==> src/rtl/fifo_rd_stream.sv <==
`default_nettype none
// ============================================================================
// fifo_rd_stream -- drains a 1-cycle-latency FIFO read port into a
// valid/ready stream through a 2-entry output buffer.
// Revision: 1.0
// ============================================================================
module fifo_rd_stream #(
  parameter int W  = 4,
  parameter int CW = 16
) (
  input  logic          clk,
  input  logic          rst_n,
  output logic          re,
  input  logic [W-1:0]  rd,
  input  logic          rempty,
  output logic [W-1:0]  dout,
  output logic          dout_valid,
  input  logic          dout_ready,
  output logic [CW-1:0] xfer_cnt
);

  localparam logic [1:0]    c_CNT_EMPTY = 2'd0;
  localparam logic [2:0]    c_OCC_FULL  = 3'd2;
  localparam logic [CW-1:0] c_XFER_ONE  = {{(CW-1){1'b0}}, 1'b1};

  logic [W-1:0]  r_buf [2];
  logic          r_head;
  logic [1:0]    r_cnt;
  logic          r_inflight;
  logic [CW-1:0] r_xfer;

  logic          w_pop;
  logic [2:0]    w_occ;
  logic          w_room;
  logic          w_tail;

  assign w_pop = dout_valid & dout_ready;

  // Occupancy counts the word still in the FIFO pipeline, so a read is only
  // issued when the buffer is guaranteed a free slot on arrival.
  assign w_occ  = {1'b0, r_cnt} + {2'b00, r_inflight};
  assign w_room = (w_occ < c_OCC_FULL) | (w_pop & (w_occ == c_OCC_FULL));
  assign re     = rst_n & ~rempty & w_room;

  // Slot after the current head; buf_cnt is never 2 when a capture lands.
  assign w_tail = r_head ^ r_cnt[0];

  always_ff @(posedge clk) begin
    if (!rst_n) begin
      r_buf[0]   <= '0;
      r_buf[1]   <= '0;
      r_head     <= 1'b0;
      r_cnt      <= c_CNT_EMPTY;
      r_inflight <= 1'b0;
      r_xfer     <= '0;
    end else begin
      if (r_inflight) begin
        r_buf[w_tail] <= rd;
      end
      if (w_pop) begin
        r_head <= ~r_head;
        r_xfer <= r_xfer + c_XFER_ONE;
      end
      r_cnt      <= r_cnt + {1'b0, r_inflight} - {1'b0, w_pop};
      r_inflight <= re;
    end
  end

  assign dout       = r_buf[r_head];
  assign dout_valid = (r_cnt != c_CNT_EMPTY);
  assign xfer_cnt   = r_xfer;

endmodule
`default_nettype wire
==> config.mk <==
export PLATFORM = sky130hd
export DESIGN_NAME = fifo_rd_stream
export DESIGN_NICKNAME = d
export VERILOG_FILES = /design/src/rtl/fifo_rd_stream.sv
export SDC_FILE = /design/constraint.sdc
export NUM_CORES = 1
export LEC_CHECK = 0
export ABC_AREA = 1
export BUFFER_PORTS_ARGS = -buffer_cell sky130_fd_sc_hd__buf_2
export CAP_MARGIN = 20
export CORE_ASPECT_RATIO = 0.8
export CORE_UTILIZATION = 25
export CTS_CLUSTER_SIZE = 28
export DETAILED_ROUTE_END_ITERATION = 8
export PLACE_DENSITY = 0.41
export RECOVER_POWER = 25
export SETUP_SLACK_MARGIN = 0.3
export SYNTH_ARGS = -nofsm -noshare
export SYNTH_HDL_FRONTEND = slang
export SYNTH_SLANG_ARGS = --single-unit
export TNS_END_PERCENT = 1
==> constraint.sdc <==
create_clock -name clk -period 2.4 [get_ports clk]
set_input_delay 0.48 -clock clk [delete_from_list [all_inputs] [get_ports clk]]
set_output_delay 0.48 -clock clk [all_outputs]
set_load 0.02 [all_outputs]
# Word-level counts from Yosys, hierarchy flattened
# Memory sizes are Yosys's and may differ from the RTL's. A register that Yosys moved wholly into a read port is not among the register bits.
# Index checks and enable logic that the tools add are counted.
[totals] mem_count=1 ramBits=8 ff_bits=20 word_cells=30 out_inout_bits=22
[mem_list] name="r_buf" words=2 width=4 read_ports=1 rd_ports_with_merged_regs=1 wr=2 line="26" text="logic [W-1:0] r_buf [2];"
[op_classes] n_lt_le_gt_ge=1 n_eq_ne=1 add_sub_neg=4 reduce_logical=2 bitwise_logic=8 muxes=9
[ops] op="adder 16 x 1 -> 16 bit (second input constant)" count=1
[ops] op="two-way mux 1 bit" count=8
[ops] op="bitwise AND 1 bit" count=4
[ops] op="two-way mux 4 bit" count=1
[ops] op="OR reduction 4 bit" count=1
[ops] op="adder 2 x 1 -> 3 bit" count=1
[ops] op="equality test 3 x 2 -> 1 bit (second input constant)" count=1
[ops] op="less-than comparator 3 x 2 -> 1 bit (second input constant)" count=1
[ops] op="adder 2 x 1 -> 2 bit" count=1
[ops] op="inverter 1 bit" count=2
[ops] op="nonzero test 2 bit" count=1
[ops] op="subtractor 2 x 1 -> 2 bit" count=1
[ops] op="bitwise OR 1 bit" count=1
[ops] op="bitwise XOR 1 bit" count=1

# Longest topological paths before layout
[depth] ltp_word=5 mapped_depth=9 depth_no_buf=9

# Worst setup path after synthesis
# No wires, ideal clock.
[synth_path] kind="flip-flop to output port" from="register r_cnt[0]" to="output re" stages_incl_launch_ff=6 t_required_ps=1920 n_path_buf=0 path_slack_ps=477 arrival_time_ps=1443 cell_sequence="dfxtp_1 > ha_1 > inv_1 > ha_1 > a31oi_1 > nor3_1"
[synth_via] elab_chain_cells=5 word_cells_on_any_way=8
[synth_rtl] item="from (decl)" line="28" text="logic [1:0] r_cnt;"
[synth_rtl] item="from (signal assigned)" line="53" text="r_cnt <= c_CNT_EMPTY;"
[synth_rtl] item="from (signal assigned)" line="64" text="r_cnt <= r_cnt + {1'b0, r_inflight} - {1'b0, w_pop};"
[synth_rtl] item="parallel branches: the longest is 3 deep, another holds adder 2 x 1 -> 3 bit"
[synth_rtl] item="bitwise OR 1 bit *" line="42" text="assign w_room = (w_occ < c_OCC_FULL) | (w_pop & (w_occ == c_OCC_FULL));"
[synth_rtl] item="bitwise AND 1 bit *" line="43" text="assign re = rst_n & ~rempty & w_room;"
[synth_rtl] item="to (decl)" line="13" text="output logic re,"
# Mark *: on every way between the ends.

# Worst setup path in the final report
# Same ends and word-level chain as after synthesis.

==> reports/results.tsv <==
stage	metric	value	unit
status	run status	finished clean	
grt	busiest layer in global routing	met1	
setup_path	critical path endpoint	re	
finish	fill count	608	
synth	post-synth top area cell	dfxtp_1	
sta	RSZ-0062 raised after global routing	false	
die	Core Area	5560	µm²
synth	number of flops mapped to enable cells by yosys	8	
sta	period utilisation layout	0.859	
worst_hold_path	hold-critical path depth	2	
synth	Mean Syn Cell Area	7.80	µm²
sta	Tmin final	2.06	ns
setup_path	CP max FO	3	
sta	worst setup margin	0.338	ns
sta	max-slew violation count	0	
sta	Max Freq	485	MHz
drt	DRC	0	
setup_path	most numerous cell on the critical path	ha_4	
drt	DR vias	1194	
finish	layout cells sized above 1	0.276	
grt	met1 usage	0.147	
synth	synth top area cells	dfxtp_1 29%, edfxtp_1 16%, nand2_1 10%, nor2_1 7.4%, inv_1 6.9%	
cts	H-Tree Depth	2	
cts	Worst-path clk slew	0.06	ns
placed_design	Placed Area	1700	µm²
drt	WL/cell	9.92	µm
cts	Post-CTS Hold Buffers	0	
sta	Worst-Margin Slew	0.399	ns
power	Power Dens Cells	853	nW/µm²
setup_path	Cell Chain, Critical Path	ha_4 > inv_2 > ha_4 > a31oi_2 > nor3_1 > buf_2	
drt	wirelength, routed	3010	µm
die	Starting Density	0.264	
finish	n_diodes	0	
synth	Mapped Nets	202	
synth	post-synthesis register bit count	29	
cts	CTS tree	yes	
cts	root buffer cell	clkbuf_8	
setup_path	Setup crit start kind	register	
finish	Final nets	238	
job	maxcap violations	0	
die	Placement Rows	24	
grt	gr usage total	0.106	
setup_path	RR Startpoint	r_cnt[0]	
sta	Worst Skew	0.00279	ns
grt	largest net degree at the start of global routing	22	
synth	commonest register cell after synthesis	dfxtp_1	
synth	area share of the largest cell type after synthesis	0.287	
finish	P&R area growth vs syn	27.9	%
die	Die H	70.5	µm
grt	GR Layer Usage met2	0.143	
cts	cts bufs inserted	5	
setup_path	slowest stage delay, CP	0.39	ns
setup_path	CP max-delay cell	dfxtp_1	
drt	drt pass-1 iters	4	
drt	Antenna Nets Post-Route	0	
grt	initial antenna violation count	0	
synth	mapped cell area	1470	µm²
drt	DR iter-0 viols	34	
power	LEAKAGE	0.000860	µW
placed_design	dpl hpwl	2190	µm
synth	cells after synthesis	188	
grt	total grt overflow	0	
synth	commonest cells in the netlist	39 x nand2_1, 29 x nor2_1, 27 x inv_1	
placed_design	GP Congestion	0.717	
finish	cell area after layout	1880	µm²
sta	Final Setup Violations	0	
synth	Yosys Warn Count	0	
die	I/O pin total	30	
sta	slew margin rel.	0.733	
cts	clock latency on the worst-skew pair	0.28	ns
power	Power Total	1600	µW
worst_hold_path	hold crit path type	input pin to register	
drt	vias per inst	3.94	
sta	total negative setup slack	0	ns
setup_path	Crit Path Category	register to output pin	
setup_path	FF-to-FF path depth	8	
cts	largest buffer count on any clock path	2	
setup_path	reg2reg end	r_cnt[1]	
placed_design	Port Buf Inserts	29	
grt	vias in the first global route	1055	
die	Die ar.	6180	µm²
setup_path	crit path launch	r_cnt[0]	
synth	count leader, synth	nand2_1	
setup_path	Worst Path Required	1.92	ns
grt	met3 Usage GRT	0.0355	
setup_path	Worst EP arrival	1.58	ns
placed_design	DP Worst Slack	0.547	ns
worst_hold_path	hold_sp	rempty	
setup_path	Worst R2R Setup Slack	0.65	ns
cts	Sink Count	29	
synth	sequential share of the synthesized area	0.451	
sta	Hold Violations, Final	0	
setup_path	crit end category	output pin	
grt	first-pass GRT wire length	4880	µm
synth	Yosys cell types	24	
die	Die Wd	87.6	µm
power	VDD IR max	229	µV
synth	asr flop ratio synth	0	
[sequential cells by signal, indices dropped and copies added (netlist names), named ones only]
| signal | flops |
|---|---|
| r_buf | 8 |
| r_head | 1 |
| xfer_cnt | 16 |
| r_inflight | 1 |
| r_cnt | 2 |
[logic make-up after synthesis]
| kind of cell | synth area share |
|---|---|
| xor+xnor | 0.0119 |
| fa+ha+maj | 0.0512 |
| buf+inv | 0.0879 |
| compound gates | 0.0759 |
| mux | 0.0307 |
| flops | 0.451 |
| simple gates | 0.292 |
[worst min path at each step]
stage                        to  slack (ns)
floorplan              register        0.45
CTS                  r_inflight        0.37
finish               r_inflight        0.37
global route         r_inflight        0.36
global placement    xfer_cnt[0]        0.48
detailed placement  xfer_cnt[5]        0.48
[through the flow]
stage / hold WS (ns) / std cells / utilization
after CTS: 0.366 / 301 / 0.330
after detailed placement: 0.483 / 293 / 0.305
after global placement: 0.480 / 293 / 0.305
after global routing: 0.362 / 303 / 0.338
after floorplan: 0.454 / 188 / -
final: 0.366 / 303 / 0.338
[cell usage in the layout (no fill, tap or decap), types with 3 or more instances in the layout]
master | Yosys | final
nand2_1 | 39 | 39
nor2_1 | 29 | 29
buf_2 | 0 | 29
inv_1 | 27 | 27
dfxtp_1 | 21 | 19
a21oi_1 | 12 | 12
nand3_1 | 9 | 9
o21ai_0 | 8 | 8
edfxtp_1 | 8 | 8
nor2_2 | 4 | 5
clkbuf_8 | 0 | 5
mux2_2 | 4 | 4
nand2_2 | 3 | 3
ha_1 | 6 | 3
[worst max-delay path: cells and delay by family, from the launching register on]
kind,cells,cell delay (ns)
adders and majority gates,2,0.41
AOI/OAI and AO/OA,1,0.09
DFF,1,0.39
and+or+nand+nor,1,0.19
buffers and inverters,2,0.23
[routing by layer]
layer / share of wire / up-vias
met5: 0 / -
met4: 0.018 / 0
met3: 0.045 / 7
met2: 0.40 / 24
met1: 0.54 / 498
li1: - / 665
[power breakdown]
| part | total, µW | leakage [µW] | internal, µW | switching [µW] |
|---|---|---|---|---|
| sequential | 610 | 0.000254 | 564 | 45.2 |
| combinational | 386 | 0.000538 | 157 | 229 |
| clock | 605 | 0.0000681 | 412 | 192 |
| total | 1600 | 0.000860 | 1130 | 466 |
[cell type report]
cell class | count | area, µm² | area share
Inverter | 29 | 109 | 0.0580
Sequential cell | 29 | 666 | 0.355
Tap cell | 78 | 97.6 | 0.0520
Multi-Input combinational cell | 127 | 706 | 0.376
Clock buffer | 5 | 68.8 | 0.0367
Clock inverter | 3 | 65.1 | 0.0347
Timing Repair Buffer | 32 | 164 | 0.0874
[timing repair]
item | CTS | global route
setup buffers | 0 | 2
endpoints found under the setup margin | 1 | 1
cloned | 0 | 0
pin swaps | 0 | 4
gates resized for setup | 1 | 11
Note: power is estimated with default switching activity, not from simulation.
